## src/rtl/seq_det_ctrl.sv

```systemverilog
// Word-level controller for a serial "0101" Mealy detector: serialises words MSB-first and reports match count/first position.
// Optional sticky threshold interrupt is built when SEQ_CTRL_IRQ_EN is defined.
module seq_det_ctrl #(
  parameter int WORD_W = 8,
  parameter int CNT_W  = 4,
  parameter int THRESH = 2
) (
  input  logic                    clk,
  input  logic                    reset,
  input  logic                    in_valid,
  output logic                    in_ready,
  input  logic [WORD_W-1:0]       in_data,
  input  logic                    abort,
  output logic                    det_din,
  output logic                    det_reset,
  input  logic                    det_y,
  output logic                    done,
  output logic [CNT_W-1:0]        match_cnt,
  output logic [$clog2(WORD_W):0] first_pos,
  output logic                    irq,
  input  logic                    irq_clr
);

  localparam int POS_W = $clog2(WORD_W) + 1;
  localparam logic [POS_W-1:0] POS_NONE = {POS_W{1'b1}};
  localparam logic [POS_W-1:0] LAST_BIT = POS_W'(WORD_W - 1);
  localparam logic [CNT_W-1:0] CNT_MAX  = {CNT_W{1'b1}};

  typedef enum logic [1:0] {
    IDLE  = 2'd0,
    SHIFT = 2'd1,
    DONE  = 2'd2
  } state_t;

  state_t            state_r;
  state_t            state_nxt_s;
  logic [WORD_W-1:0] shreg_r;
  logic [WORD_W-1:0] shreg_nxt_s;
  logic [POS_W-1:0]  bitcnt_r;
  logic [POS_W-1:0]  bitcnt_nxt_s;
  logic [CNT_W-1:0]  cnt_r;
  logic [CNT_W-1:0]  cnt_nxt_s;
  logic [POS_W-1:0]  pos_r;
  logic [POS_W-1:0]  pos_nxt_s;
  logic              hit_r;
  logic              hit_nxt_s;
  logic              load_s;
  logic              done_r;
  logic [CNT_W-1:0]  match_cnt_r;
  logic [POS_W-1:0]  first_pos_r;

  function automatic logic [CNT_W-1:0] sat_inc(input logic [CNT_W-1:0] v);
    if (v == CNT_MAX) begin
      return v;
    end else begin
      return v + CNT_W'(1);
    end
  endfunction

  // Next-state and work-register update; load_s marks the last bit of a completed word
  always_comb begin
    state_nxt_s  = state_r;
    shreg_nxt_s  = shreg_r;
    bitcnt_nxt_s = bitcnt_r;
    cnt_nxt_s    = cnt_r;
    pos_nxt_s    = pos_r;
    hit_nxt_s    = hit_r;
    load_s       = 1'b0;
    case (state_r)
      IDLE: begin
        if (in_valid) begin
          state_nxt_s  = SHIFT;
          shreg_nxt_s  = in_data;
          bitcnt_nxt_s = '0;
          cnt_nxt_s    = '0;
          pos_nxt_s    = POS_NONE;
          hit_nxt_s    = 1'b0;
        end else begin
          state_nxt_s  = IDLE;
        end
      end
      SHIFT: begin
        if (abort) begin
          // Abort discards this bit's match and leaves results untouched
          state_nxt_s = IDLE;
        end else begin
          if (det_y) begin
            cnt_nxt_s = sat_inc(cnt_r);
            if (!hit_r) begin
              pos_nxt_s = bitcnt_r;
              hit_nxt_s = 1'b1;
            end else begin
              pos_nxt_s = pos_r;
              hit_nxt_s = hit_r;
            end
          end else begin
            cnt_nxt_s = cnt_r;
          end
          shreg_nxt_s  = {shreg_r[WORD_W-2:0], 1'b0};
          bitcnt_nxt_s = bitcnt_r + POS_W'(1);
          if (bitcnt_r == LAST_BIT) begin
            state_nxt_s = DONE;
            load_s      = 1'b1;
          end else begin
            state_nxt_s = SHIFT;
          end
        end
      end
      DONE: begin
        state_nxt_s = IDLE;
      end
      default: begin
        state_nxt_s = IDLE;
      end
    endcase
  end

  // State and work registers
  always_ff @(posedge clk) begin
    if (!reset) begin
      state_r  <= IDLE;
      shreg_r  <= '0;
      bitcnt_r <= '0;
      cnt_r    <= '0;
      pos_r    <= POS_NONE;
      hit_r    <= 1'b0;
    end else begin
      state_r  <= state_nxt_s;
      shreg_r  <= shreg_nxt_s;
      bitcnt_r <= bitcnt_nxt_s;
      cnt_r    <= cnt_nxt_s;
      pos_r    <= pos_nxt_s;
      hit_r    <= hit_nxt_s;
    end
  end

  // Result registers: loaded with the final work values as the FSM enters DONE
  always_ff @(posedge clk) begin
    if (!reset) begin
      done_r      <= 1'b0;
      match_cnt_r <= '0;
      first_pos_r <= POS_NONE;
    end else begin
      done_r <= load_s;
      if (load_s) begin
        match_cnt_r <= cnt_nxt_s;
        first_pos_r <= pos_nxt_s;
      end else begin
        match_cnt_r <= match_cnt_r;
        first_pos_r <= first_pos_r;
      end
    end
  end

  // Detector stays in reset outside SHIFT so each word starts from s0
  assign in_ready  = reset && (state_r == IDLE);
  assign det_reset = !reset || (state_r != SHIFT);
  assign det_din   = (state_r == SHIFT) ? shreg_r[WORD_W-1] : 1'b1;
  assign done      = done_r;
  assign match_cnt = match_cnt_r;
  assign first_pos = first_pos_r;

`ifdef SEQ_CTRL_IRQ_EN
  logic irq_r;
  logic irq_set_s;

  assign irq_set_s = done_r && (32'(match_cnt_r) >= 32'(THRESH));

  // Sticky interrupt; a set in the DONE cycle wins over a coincident clear
  always_ff @(posedge clk) begin
    if (!reset) begin
      irq_r <= 1'b0;
    end else if (irq_set_s) begin
      irq_r <= 1'b1;
    end else if (irq_clr) begin
      irq_r <= 1'b0;
    end else begin
      irq_r <= irq_r;
    end
  end

  assign irq = irq_r;
`else
  logic unused_s;

  assign unused_s = ^{irq_clr, 32'(THRESH)};
  assign irq      = 1'b0;
`endif

endmodule
```

## config.mk

```make
export PLATFORM = sky130hd
export DESIGN_NAME = seq_det_ctrl
export DESIGN_NICKNAME = d
export VERILOG_FILES = /design/src/rtl/seq_det_ctrl.sv
export SDC_FILE = /design/constraint.sdc
export NUM_CORES = 1
export LEC_CHECK = 0
export CAP_MARGIN = 25
export CORE_ASPECT_RATIO = 0.5
export CORE_UTILIZATION = 38
export CTS_CLUSTER_DIAMETER = 150
export DETAILED_ROUTE_END_ITERATION = 10
export DONT_BUFFER_PORTS = 1
export GPL_ROUTABILITY_DRIVEN = 0
export RECOVER_POWER = 100
export SLEW_MARGIN = 20
export SYNTH_ARGS = -nofsm -noshare
export SYNTH_HDL_FRONTEND = slang
export SYNTH_SLANG_ARGS = --single-unit
```

## constraint.sdc

```tcl
create_clock -name clk -period 4.3 [get_ports clk]
set_clock_uncertainty 0.15 [all_clocks]
set_input_delay 0.43 -clock clk [delete_from_list [all_inputs] [get_ports clk]]
set_output_delay 0.43 -clock clk [all_outputs]
set_load 0.02 [all_outputs]
```

==> flow_summary.yaml, run 1 <==
outcome:
  status: "complete, no violations"
yosys:
  synth_nets: 165
  ys_seq_elements: 32
  async_flop_share_pct: 0
  synth-edff-count: 0
  synthFlopType: "dfxtp_1"
  ys_warn_count: 0
  synthTopCellsByArea: "dfxtp_1, mux2i_1, nor2_1, a21oi_1, a211oi_2"
  syn_inst: 149
  synth_cell_types: 46
  synth.avg_cell_area_um2: 9.80
  yosysTopAreaCell: "dfxtp_1"
  yosys.area.top_type_share_pct: 43.9
  syn_area_mm2: 0.00146
  yosysSeqAreaShare_pct: 43.9
setup_path:
  required_ns: 3.72
  path_cells: "nand2b_1, or2_2"
  cp-start-kind: "flip-flop"
  cp-end-kind: "output port"
  crit_slowest_cell: "or2_2"
  critPathMaxStageDelay_ns: 0.50
  cp.arrival_ns: 1.67
  worstPathMaxFanout: 12
  timing.rr.start: "state_r[0]"
  r2r_slack_ns: 2.07
  reg2regPathDepth: 4
  worstSetupPathType: "reg -> out"
  r2r-end: "match_cnt[3]"
power_and_ir_drop:
  power_frac_seq_pct: 55.0
  internal_power_uw: 435
  clkPwrFrac_pct: 36.3
  irDropWorstVdd_mv: 0.119
  finalPower_uw: 570
  pwr-share-comb_pct: 8.7
  p_leak_nw: 0.573
  p_per_area_mw_per_mm2: 384
  p_switching_uw: 134
  switching_share_pct: 23.6
cells_and_area:
  final_layout_size_suffix_gt1_share_pct: 10.9
  area_growth_pct: 1.71
  num-fill-cells: 348
  stdcell_count: 198
  nets: 163
  diodes: 0
  fin_util_pct: 41.9
drt:
  drt_iter0_drc: 27
  via_per_inst: 5.15
  dr.pass1.iters: 4
  drc: 0
  routed_wl_um: 2680
  wl_per_cell_um: 13.5
  vias: 1019
  antenna_left: 0
clock_network:
  worstSkewPairLatency_ns: 0.27
  cts_hold_buf: 0
  cts-root-buf: "clkbuf_8"
  cts_tree: "built"
  cts-htree-levels: 2
  cts_setup_buffers: 0
  cts.reportedPaths.clkPinSlew_ns: 0.06
  cts_buffer_depth: 2
  cts.sinks: 32
  cts_buffers: 5
  cts_resized: 0
min_path:
  holdPathEnd: "pos_r[3]"
  min_path_cells: 1
  holdCritPathClass: "in -> reg"
  min_from: "reset"
sta:
  grt_setup_unrepaired: "no"
  finalSetupTns_ns: 0
  fin_ws_ns: 2.05
  maxSlewHeadroom_pct: 48.7
  worstMarginPinSlew_ns: 0.767
  setup_viol: 0
  drv_slew: 0
  fmax_mhz: 445
  fin_crit_sh_pct: 52.3
  finalHoldViolCount: 0
  final.min_clock_period_ns: 2.25
die:
  fp.dieW_um: 89.7
  num_rows: 15
  initial_utilization_pct: 41.2
  ios: 27
  die-area_mm2: 0.00411
  die_h_um: 45.8
  coreArea_mm2: 0.00355
flow_run:
  drv_cap: 0
global_route:
  grt_pass1_wl_um: 4180
  grt.overflow.total: 0
  grt_pass1_vias: 873
  grt_max_degree: 21
  grt_usage_pct: 14.4
  antenna_found_initial: 0
place:
  place_ws_ns: 2.38
  hpwl_um: 1910
  port_buffers: 0
  placed_cells: 191
flip-flops by register name, summed over array words and instances, names as in the netlist:
| register | count |
|---|---|
| shreg_r | 8 |
| bitcnt_r | 4 |
| cnt_r | 4 |
| first_pos | 4 |
| match_cnt | 4 |
| pos_r | 4 |
| state_r | 2 |
| done | 1 |
| hit_r | 1 |
worst max-delay path: cells and delay by family, from the launching register on:
kind             cells  cell delay [ns]
flip-flops           1             0.47
AND/OR/NAND/NOR      2             0.93
per-stage QoR:
step / cell area, um2 / hold slack, ns
CTS: 1530 / 0.0609
floorplan: 1460 / 0.304
detailed placement: 1450 / 0.335
finish: 1490 / 0.0691
global placement: 1450 / 0.317
global route: 1490 / 0.0618
Yosys cell counts, drive strengths merged (2+ instances only):
master / number
a211oi: 7
a21oi: 10
buf: 6
clkbuf: 3
dfxtp: 32
ha: 2
inv: 3
mux2i: 12
nand2: 9
nand2b: 5
nand3: 4
nand3b: 2
nor2: 19
nor2b: 2
nor3: 4
nor3b: 2
o21ai: 8
or2: 2
xor2: 2
worst max path at each step:
stage / from / end / slack (ns) / depth (start not counted)
after floorplan: reset / in_ready / 2.57 / 3
after global placement: reset / in_ready / 2.35 / 2
after detailed placement: reset / in_ready / 2.38 / 2
after CTS: state_r[0] / det_reset / 2.23 / 2
after global routing: state_r[0] / match_cnt[3] / 1.82 / 4
final: state_r[0] / det_reset / 2.05 / 2
layer usage:
layer	track usage (%)	wire length, um	vias up
met5	0	0	-
met4	5.71	17	0
li1	-	-	514
met1	16.9	1270	474
met2	22.6	1150	29
met3	7.61	240	2
cell usage in the layout (no fill, tap or decap), types with 2 or more instances in the layout:
cell type and n:
mux2i_1 12, o21ai_0 7, clkbuf_8 5, xor2_1 2, nor2_2 3, ha_1 2
a211oi_1 6, nor2b_1 2, inv_1 3, nand2_2 2, nor2_1 16, nand2_1 7
nor3_1 4, or2_2 2, dfxtp_1 32, nand3b_1 2, nand3_1 4, nand2b_1 5
a21oi_1 10
cells by family after synthesis:
family	count (synthesis)	synth area share [%]
fa+ha+maj	2	1.71
buf+inv	12	5.74
compound gates	31	15.3
mux	13	9.25
flops	32	43.9
other cells	1	0.257
xor+xnor	3	1.80
simple gates	55	22.1
power groups by stage:
stage / Combinational, mW / Clock [mW] / Sequential [mW]
global route: 0.0551 / 0.226 / 0.315
floorplan: 0.0541 / 0 / 0.319
detailed placement: 0.0536 / 0 / 0.320
global placement: 0.0525 / 0 / 0.320
finish: 0.0497 / 0.207 / 0.313
CTS: 0.0538 / 0.214 / 0.314
cell type report:
type	instances	area, um2	share of cell area (%)
multi-input combinational	105	692	46.6
clock buffer	6	72.6	4.89
inverter	3	11.3	0.758
tap	51	63.8	4.30
sequential	32	641	43.1
clock inverter	1	5.00	0.337
No activity file was read; power rests on OpenSTA's default activity.
==> run 2: changes to the inputs <==
ABC_AREA = 1   (was unset)
clock period = 2.3 ns   (was 4.3 ns; I/O delays follow)
==> run 2 against run 1 <==
Compared with the run above: hold slack worse by 0.063 ns; core utilization up 2.5 points; non-clock buffer count up 2; sequential power is 87% higher; synthesized area increased by 1.5%; global-route usage grew 1.9 points; combinational power rose by 120%; critical path depth up 5; synthesized cell count is 33% higher; die area rose by 1.5%; sequential cell count did not move; largest cell class unchanged.
==> flow_summary.yaml, run 2 <==
drt:
  drc: 0
  antenna_left: 0
  wl_per_cell_um: 11.8
  routed_wl_um: 2990
  drt_iter0_drc: 34
  dr.pass1.iters: 4
  via_per_inst: 4.77
  vias: 1211
clock_network:
  worstSkewPairLatency_ns: 0.28
  cts-htree-levels: 2
  cts_tree: "built"
  cts.reportedPaths.clkPinSlew_ns: 0.06
  cts.sinks: 32
  cts-root-buf: "clkbuf_8"
  cts_setup_buffers: 0
  cts_buffer_depth: 2
  cts_buffers: 5
cells_and_area:
  stdcell_count: 254
  largest_reg_flops: 8
  final_common_cell: "nand2_1"
  area_growth_pct: 7.34
  regMostFlops: "shreg_r"
  final_cell_mix: "nand2_1, dfxtp_1, nor2_1"
  fin_util_pct: 44.4
  nets: 218
  diodes: 0
  final_layout_size_suffix_gt1_share_pct: 7.88
yosys:
  async_flop_share_pct: 0
  synth_nets: 214
  yosysTopAreaCell: "dfxtp_1"
  ys_warn_count: 0
  synth_cell_types: 27
  yosysSeqAreaShare_pct: 43.2
  syn_area_mm2: 0.00148
  yosysMostFrequentCell: "nand2_1"
  ys_seq_elements: 32
  syn_inst: 198
  synthTopCellsByArea: "dfxtp_1, nand2_1, nand3_1, nor2_1, a21oi_1"
  yosys-top-cells-count: "nand2_1, dfxtp_1, nor2_1"
  yosys.area.top_type_share_pct: 43.2
  synthFlopType: "dfxtp_1"
  synth.avg_cell_area_um2: 7.49
  synth-edff-count: 0
sta:
  grt_setup_unrepaired: "no"
  finalHoldViolCount: 0
  finalSetupTns_ns: 0
  fmax_mhz: 535
  drv_slew: 0
  setup_viol: 0
  fin_hold_ws_ns: 0.00604
  worstMarginPinSlew_ns: 0.560
  final.min_clock_period_ns: 1.87
  maxSlewHeadroom_pct: 62.6
  fin_crit_sh_pct: 81.2
global_route:
  antenna_found_initial: 0
  grt_max_degree: 19
  grt.overflow.total: 0
  grt_usage_pct: 16.3
  grt_pass1_wl_um: 5060
  grt_pass1_vias: 1094
setup_path:
  crit_family: "simple AND/OR/NAND/NOR gates"
  cp.arrival_ns: 1.89
  required_ns: 2.32
  worstPathMaxFanout: 16
  reg2regPathDepth: 7
  r2r_slack_ns: 0.43
  worstSetupPathType: "reg -> reg"
  cp-start-kind: "flip-flop"
  crit_slowest_cell: "nand2_1"
  timing.rr.start: "state_r[0]"
  critPathMaxStageDelay_ns: 0.43
  r2r-end: "bitcnt_r[2]"
  path_cells: "inv_2, nor2_8, nand2_4, nand2_1, inv_2, o21ai_0, a21oi_1"
  crit_top_cell: "inv_2"
  cp-end-kind: "flip-flop"
  critPathBufInv: 2
die:
  ios: 27
  die-area_mm2: 0.00417
  num_rows: 15
  fp.dieW_um: 90.3
  die_h_um: 46.2
  initial_utilization_pct: 41.4
  coreArea_mm2: 0.00358
power_and_ir_drop:
  p_leak_nw: 0.686
  p_per_area_mw_per_mm2: 716
  irDropWorstVdd_mv: 0.269
min_path:
  holdPathEnd: "state_r[0]"
  min_from: "in_valid"
  min_path_cells: 2
  holdCritPathClass: "in -> reg"
place:
  placed_cells: 244
  port_buffers: 0
  hpwl_um: 2040
flow_run:
  drv_cap: 0
outcome:
  status: "complete, no violations"
run 2: cell count changes in the layout (fill, tap and decap cells not counted), sizes merged, moves of 5 or more:
cell / previous run / this run
mux2i: 12 / 0
a21oi: 10 / 15
o21ai: 8 / 15
a211oi: 7 / 1
nand2b: 5 / 0
o211a: 0 / 5
nand2: 9 / 52
nand3: 4 / 21
inv: 3 / 19
run 2: area by class of cell:
class	count	area [um2]
inverter	21	80.1
timing repair buffer	2	20.0
multi-input combinational	140	697
sequential	32	641
clock buffer	8	90.1
fill	377	1990
tap	51	63.8
run 2: per-layer routing:
layer / part of all wire, % / global-route usage (%) / routed length, um
met1: 53 / 20.9 / 1580
met2: 42 / 26.0 / 1250
met3: 4.3 / 5.78 / 129
met4: 1.0 / 5.81 / 31
met5: 0 / 0 / 0
run 2: how the worst max path moves through the flow:
stage	start	end	depth (start not counted)
2_1_floorplan	bitcnt_r[0]	match_cnt[1]	8
3_3_place_gp	bitcnt_r[0]	match_cnt[1]	8
3_5_place_dp	bitcnt_r[0]	match_cnt[3]	9
4_1_cts	state_r[1]	det_din	3
5_1_grt	state_r[0]	shreg_r[6]	7
6_report	state_r[0]	bitcnt_r[2]	7
run 2: logic make-up (layout without fill, tap and decap cells):
logic type	after synthesis	after routing	synth area share, %
buffers and inverters	26	31	7.93
other	1	1	0.253
AO/OA/AOI/OAI	37	37	14.5
AND/OR/NAND/NOR	100	100	32.4
adder cells (fa/ha/maj)	2	2	1.69
flip-flops	32	32	43.2
run 2: power breakdown:
group	switching [mW]	internal [mW]	total (mW)	leakage, nW
sequential	0.0112	0.575	0.586	0.261
clock	0.200	0.244	0.444	0.0455
combinational	0.0754	0.0340	0.109	0.380
run 2: metrics by stage:
| step | total power, mW | setup WS [ns] | instance area, um2 |
|---|---|---|---|
| after floorplan | 0.695 | 0.846 | 1480 |
| after global placement | 0.704 | 0.662 | 1510 |
| after detailed placement | 0.707 | 0.669 | 1510 |
| after CTS | 1.16 | 0.615 | 1620 |
| after global routing | 1.20 | 0.282 | 1590 |
| final | 1.14 | 0.431 | 1590 |
run 2: what timing repair did:
action / CTS / global route
hold endpoints to repair: 13 / 0
resized for setup: 0 / 0
hold buffers: 2 / 0
